### config.mk
export PLATFORM = sky130hd
export DESIGN_NAME = dot_prod_stream
export DESIGN_NICKNAME = d
export VERILOG_FILES = /design/src/rtl/dot_prod_stream.sv
export SDC_FILE = /design/constraint.sdc
export NUM_CORES = 2
export LEC_CHECK = 0
export CAP_MARGIN = 40
export CORE_ASPECT_RATIO = 0.9
export CORE_MARGIN = 2
export CORE_UTILIZATION = 45
export CTS_CLUSTER_DIAMETER = 30
export DETAILED_ROUTE_END_ITERATION = 10
export PLACE_DENSITY_LB_ADDON = 0.1
export SYNTH_ARGS = -nofsm -noshare
export SYNTH_HDL_FRONTEND = slang
export SYNTH_SLANG_ARGS = --single-unit
### constraint.sdc
create_clock -name clk -period 8.98 [get_ports clk]
set_input_delay 2.245 -clock clk [delete_from_list [all_inputs] [get_ports clk]]
set_output_delay 2.245 -clock clk [all_outputs]
set_load 0.01 [all_outputs]
### src/rtl/dot_prod_stream.sv
// dot_prod_stream: pipelined dot product over two synchronous-read arrays.
// Issue one element per cycle, register the product, then accumulate with
// optional saturation. A start strobe aborts any run in flight and restarts.
module dot_prod_stream #(
  parameter int DATA_W = 32,
  parameter int ACC_W  = 64,
  parameter int DEPTH  = 1000,
  parameter int ADDR_W = 10
) (
  input  logic              clk,
  input  logic              rst,
  input  logic              r_enable,
  input  logic [ADDR_W-1:0] init_i,
  input  logic [ADDR_W:0]   init_len,
  input  logic [ACC_W-1:0]  init_acc,
  input  logic              mode_signed,
  input  logic              mode_sat,
  output logic              arrRen,
  output logic [ADDR_W-1:0] arrRaddr_a,
  output logic [ADDR_W-1:0] arrRaddr_b,
  input  logic [DATA_W-1:0] arrRdata_a,
  input  logic [DATA_W-1:0] arrRdata_b,
  output logic              busy,
  output logic              w_enable,
  output logic [ACC_W-1:0]  result,
  output logic              overflow
);

  localparam int PW = 2 * DATA_W;

  typedef enum logic [1:0] {IDLE, ISSUE, DRAIN, DONE} st_e;

  st_e               st_q;
  logic [ADDR_W-1:0] addr_q;
  logic [ADDR_W:0]   cnt_q;      // elements still to issue, including current
  logic [2:0]        vld_q;      // [0] issue, [1] read data, [2] product
  logic [2:0]        lst_q;      // marks the final element in each stage
  logic [PW-1:0]     prod_q;
  logic [ACC_W-1:0]  acc_q;
  logic              sgn_q, sat_q, busy_q, wen_q, ovf_q;
  logic              zl_q;       // zero-length start: raise w_enable next cycle

  logic [PW-1:0]     a_x, b_x, prod_d;
  logic [ACC_W-1:0]  pext, acc_d;
  logic [ACC_W:0]    sum;
  logic              ovf_d;
  logic [ADDR_W-1:0] addr_nx;

  // Operand extension, multiply, and overflow-aware accumulate.
  always_comb begin
    if (sgn_q) begin
      a_x  = PW'($signed(arrRdata_a));
      b_x  = PW'($signed(arrRdata_b));
      pext = ACC_W'($signed(prod_q));
    end else begin
      a_x  = PW'(arrRdata_a);
      b_x  = PW'(arrRdata_b);
      pext = ACC_W'(prod_q);
    end
    // Low PW bits of the extended product are correct for both signednesses.
    prod_d = a_x * b_x;
    sum    = {1'b0, acc_q} + {1'b0, pext};
    if (sgn_q)
      ovf_d = (acc_q[ACC_W-1] == pext[ACC_W-1]) && (sum[ACC_W-1] != acc_q[ACC_W-1]);
    else
      ovf_d = sum[ACC_W];
    acc_d = sum[ACC_W-1:0];
    // Signed overflow only happens with equal signs, so acc sign picks the rail.
    if (ovf_d && sat_q) begin
      if (!sgn_q)              acc_d = '1;
      else if (acc_q[ACC_W-1]) acc_d = {1'b1, {(ACC_W-1){1'b0}}};
      else                     acc_d = {1'b0, {(ACC_W-1){1'b1}}};
    end
  end

  // Wrapping index increment.
  always_comb begin
    addr_nx = (addr_q == ADDR_W'(DEPTH - 1)) ? '0 : addr_q + 1'b1;
  end

  // Control FSM, pipeline valid chain and accumulator; start overrides all.
  always_ff @(posedge clk or posedge rst) begin
    if (rst) begin
      st_q   <= IDLE;
      addr_q <= '0;
      cnt_q  <= '0;
      vld_q  <= '0;
      lst_q  <= '0;
      prod_q <= '0;
      acc_q  <= '0;
      sgn_q  <= 1'b0;
      sat_q  <= 1'b0;
      busy_q <= 1'b0;
      wen_q  <= 1'b0;
      ovf_q  <= 1'b0;
      zl_q   <= 1'b0;
    end else begin
      vld_q[2:1] <= vld_q[1:0];
      lst_q[2:1] <= lst_q[1:0];
      if (vld_q[1]) prod_q <= prod_d;
      if (vld_q[2]) begin
        acc_q <= acc_d;
        if (ovf_d) ovf_q <= 1'b1;
        if (lst_q[2]) begin
          wen_q  <= 1'b1;
          busy_q <= 1'b0;
          st_q   <= DONE;
        end
      end
      if (zl_q) begin
        wen_q <= 1'b1;
        zl_q  <= 1'b0;
      end
      if (st_q == ISSUE) begin
        if (cnt_q == (ADDR_W+1)'(1)) begin
          vld_q[0] <= 1'b0;
          lst_q[0] <= 1'b0;
          st_q     <= DRAIN;
        end else begin
          addr_q   <= addr_nx;
          cnt_q    <= cnt_q - 1'b1;
          lst_q[0] <= (cnt_q == (ADDR_W+1)'(2));
        end
      end
      if (r_enable) begin
        vld_q[2:1] <= '0;
        lst_q[2:1] <= '0;
        acc_q      <= init_acc;
        ovf_q      <= 1'b0;
        wen_q      <= 1'b0;
        sgn_q      <= mode_signed;
        sat_q      <= mode_sat;
        addr_q     <= init_i;
        cnt_q      <= init_len;
        if (init_len == '0) begin
          st_q     <= DONE;
          zl_q     <= 1'b1;
          busy_q   <= 1'b0;
          vld_q[0] <= 1'b0;
          lst_q[0] <= 1'b0;
        end else begin
          st_q     <= ISSUE;
          zl_q     <= 1'b0;
          busy_q   <= 1'b1;
          vld_q[0] <= 1'b1;
          lst_q[0] <= (init_len == (ADDR_W+1)'(1));
        end
      end
    end
  end

  assign arrRen     = vld_q[0];
  assign arrRaddr_a = addr_q;
  assign arrRaddr_b = addr_q;
  assign busy       = busy_q;
  assign w_enable   = wen_q;
  assign result     = acc_q;
  assign overflow   = ovf_q;

endmodule

# --- After elaboration in Yosys (flattened, before gate mapping) ---
# Index checks and enable logic that the tools add are counted.
op_classes:
  n_reduce_logical: 15
  n_eq_ne: 8
  n_addsub: 3
  multipliers: 1
  mux: 41
ops:
  columns: ["op", "n"]
  rows:
  - ["$mux 64", 7]
  - ["$add 64x64->65", 1]
  - ["$mul 64x64->64", 1]
  - ["$mux 10", 4]
  - ["$mux 11", 3]
  - ["$eq 11x1->1 const B", 2]
  - ["$mux 1", 19]
  - ["$mux 2", 6]
  - ["$eq 11x2->1 const B", 1]
  - ["$logic_not 11->1", 1]
  - ["$sub 11x1->11 const B", 1]
  - ["$add 10x1->10 const B", 1]
  - ["$eq 10x10->1 const B", 1]
  - ["$reduce_and 2->1", 5]
  - ["$reduce_bool 2->1", 5]
  - ["$mux 3", 2]
  - ["$reduce_bool 3->1", 2]
  - ["$eq 2x1->1 const B", 1]
  - ["$logic_and 1x1->1", 2]
  - ["$ne 2x2->1 const B", 1]
  - ["$eq 1x1->1", 1]
  - ["$ne 1x1->1", 1]
word_totals:
  reg_bits: 163
  in_bits: 154

# --- Logic depth before layout (Yosys ltp) ---
depth:
  ltp_word: 8
  ltp_mapped: 37
  depth_no_buf: 34

# --- Least setup slack after synthesis ---
# No wires, ideal clock.
synth_timing:
  path_type: "input port to flip-flop"
  start: "input port arrRdata_a[31]"
  end: "register prod_q[61] (netlist: pext[61])"
  path_buffers: 2
  setup_time_ns: 0.125
  path_stages: 30
  required_ns: 8.855
  slack_ns: -2.085
  arrival_time_ns: 10.940
  path_cell_list: "and2_1 -> clkbuf_1 -> nand2_1 -> inv_1 -> fa_1 -> inv_1 -> fa_1 -> fa_1 -> inv_1 -> fa_1 -> fa_1 -> fa_1 -> fa_1 -> fa_1 -> fa_1 -> inv_1 -> fa_1 -> inv_1 -> ha_1 -> clkbuf_1 -> a22o_1 -> nor4_1 -> inv_1 -> o311ai_0 -> o31ai_2 -> a41o_2 -> a211oi_1 -> o21ai_1 -> xor2_1 -> mux2_2"
synth_between:
  elab_chain_cells: 2
synth_rtl:
  columns: ["element", "line_no", "source"]
  rows:
  - ["start, declared", "21", "input logic [DATA_W-1:0] arrRdata_a,"]
  - ["$mux 64", "51", "if (sgn_q) begin"]
  - ["$mul 64x64->64", "61", "prod_d = a_x * b_x;"]
  - ["end signal, assigned", "100", "if (vld_q[1]) prod_q <= prod_d;"]
  - ["end, declared", "38", "logic [PW-1:0] prod_q;"]
# Every way passes these cells.
# A chain may end at the register's enable or synchronous reset.

# --- Worst setup path after layout ---
layout_timing:
  start: "input port arrRdata_b[7]"
  end: "register prod_q[60] (netlist: pext[60])"
layout_between:
  elab_chain_cells: 2
layout_rtl:
  columns: ["element", "line_no", "source"]
  rows:
  - ["start, declared", "22", "input logic [DATA_W-1:0] arrRdata_b,"]
  - ["$mux 64", "51", null]
  - ["$mul 64x64->64", "61", null]
# Every way passes these cells.

==> reports/qor.csv <==
metric,value,unit
worst_pin_slew,994.3,ps
finalMaxSlewViolations,0,
gp_congestion,0.9571,
layout.nets,9089,
dr.pass1.iters,5,
gr-total-overflow,0,
antenna_found_initial,4,
timing.rr.start,sgn_q,
port_buffers,241,
synthArstFlopShare,1.000,
worstPathArrival,10930,ps
final_cell_mix,"1455 x inv_1, 1327 x fa_1, 658 x buf_4",
start_kind,primary input,
synth_edf_count,0,
worst_r2r_path_depth,33,
avgViaCountPerCell,5.103,
rsz0062_at_grt,yes,
grt_use_total,0.2917,
cp-end-kind,flip-flop,
synth_top_cell_by_area,fa_1,
numCtsBuffers,17,
cts.sink_count,163,
period_share,1.180,
initial_core_util,0.4532,
critPathSlowestCell,fa_1,
crit_path_max_fanout,5,
relSlewSlack,0.3371,
area_delta_synth_final,25.12,%
clockRootBuffer,clkbuf_16,
drt-initial-drc-count,3208,
layout_min_cycle_time,10600,ps
ys_ff_latch,163,
drt_wl_total,190.1,mm
drive_above_1_share,0.1959,
crit_type,primary input to flip-flop,
synth_cell_types,74,
crit_path_start,arrRdata_b[7],
dp_hpwl,156.5,mm
max-cap-violations,0,
final_common_cell,inv_1,
ios,242,
cts_tree,built,
path_clk_slew,70,ps
postSynthCellCount,6317,
cts_buffer_depth,2,
crit_required,9320,ps
worstHoldStart,lst_q[1],
vias,45250,
grt_max_degree,98,
antenna_left,0,
outcome,"complete, but fails checks",
min_path_cells,1,
insertion_delay,450,ps
rrSetupSlack,-140,ps
hold_class,flip-flop to flip-flop,
path_common_cell,fa_1,
drc,0,
yosysWarnings,0,
yosysSeqAreaShare,0.06975,
grt_pass1_wl,293.1,mm
synthTopCellsByArea,"fa_1 49%, inv_1 10%, ha_1 8.1%, dfrtp_1 7.0%, and2_1 6.3%",
timing.setup.tns,-51350,ps
failed_checks,setup timing,
die-area,0.1329,mm^2
finClkSkew,11.13,ps
n_fill_cell,11580,
die_h,346,um
slowest_delay,590,ps
grt_pass1_vias,48300,
finish.utilization,0.5671,
core,0.1290,mm^2
ctsHoldBuffers,0,
wl_per_cell,21.44,um
postLayoutSetupSlackWorst,-1616,ps
setup_viol,49,
htreeDepth,4,
dpl_cell_area,0.06845,mm^2
hold_viol,0,
syn_area_per_cell,9.258,um^2
ys.flop_type,dfrtp_1,
synthesis.nets,8267,
synth_area,0.05848,mm^2
fin_area,0.07318,mm^2
synth.top_cell.area_share,0.4854,
row_count,125,
dieWidth,384,um
fmax,94.37,MHz
Yosys cell counts (4+ instances only):
cell type	n
a21o_1	89
nand2_1	672
o311ai_0	4
o21bai_1	20
nand3b_1	5
nor2_1	156
nor2b_1	16
xnor2_1	132
mux2_2	48
a211o_1	5
nand4_1	30
nor3_1	9
ha_1	378
dfrtp_1	163
clkbuf_1	275
o21a_1	15
or3_1	19
a31o_2	7
a41oi_1	6
or4_1	4
o31ai_1	25
a211oi_1	18
a31oi_1	22
inv_1	1557
nor4_1	9
xor2_1	56
buf_1	11
o21ai_0	156
buf_2	11
nand3_1	29
fa_1	1418
and3_1	40
a21oi_1	188
o22ai_1	35
nand2b_1	21
o211ai_1	9
buf_4	11
and2_1	588
worst max-delay path, delay by kind of cell:
kind	cells	cell delay [ps]
adders and majority gates	11	5470
AOI/OAI and AO/OA	8	1480
buffers and inverters	8	540
and+or+nand+nor	5	1160
per-layer routing:
metal | vias up | track usage | part of all wire
met4 | 2 | 0.05378 | 0.020
met2 | 1527 | 0.4261 | 0.42
li1 | 20370 | - | -
met5 | - | 0 | 0.000068
met1 | 23170 | 0.4438 | 0.47
met3 | 181 | 0.06719 | 0.092
layout make-up:
cell class                      instances  area (um^2)  share of cell area
Multi-Input combinational cell       4290        48980              0.6693
Antenna cell                            1        2.502          0.00003420
Timing Repair Buffer                 1110        11510              0.1573
Inverter                             1557         5866             0.08016
Clock inverter                          9        130.1            0.001778
Tap cell                             1714         2145             0.02931
Clock buffer                           22        464.2            0.006344
Sequential cell                       163         4081             0.05578
path summary, 6_finish.rpt:
kind                             endpoint
min in group asynchronous       result[6]
max in group asynchronous        vld_q[1]
worst min-delay path             lst_q[2]
worst min register to register   lst_q[2]
worst max-delay path             pext[60]
worst max register to register   pext[54]
state kept, by name (all words and copies together) (netlist names), 2 cells and up:
register / cells
vld_q: 3
arrRaddr_a: 10
cnt_q: 11
result: 64
lst_q: 3
st_q: 2
pext: 64
through the flow:
stage	worst slack, ps	cells	hold slack (ps)
after floorplan	-1454	6317	438.5
after global placement	-2473	8633	442.0
after detailed placement	-2580	8638	466.0
after CTS	-1592	8844	468.6
after global routing	-1824	8866	470.4
final	-1616	8866	458.5
what timing repair did:
action | 4_1_cts | 5_1_grt
gates resized for setup | 602 | 139
setup endpoints to repair | 49 | 49
pin swaps | 250 | 131
gates cloned | 38 | 1
setup buffers | 143 | 32
cells by family (layout without fill, tap and decap cells):
family	after synthesis	in the layout	synth area share
other	0	1	0
AOI/OAI and AO/OA	642	642	0.06853
muxes	48	48	0.009242
and+or+nand+nor	1613	1614	0.1371
adders and majority gates	1798	1798	0.5666
xor gates and xnor gates	188	188	0.02816
buffers and inverters	1865	2698	0.1206
DFF	163	163	0.06975
Power is left out: the tool's default activity adds up to more than one toggle a clock period on the data nets, which glitch-free logic cannot reach.
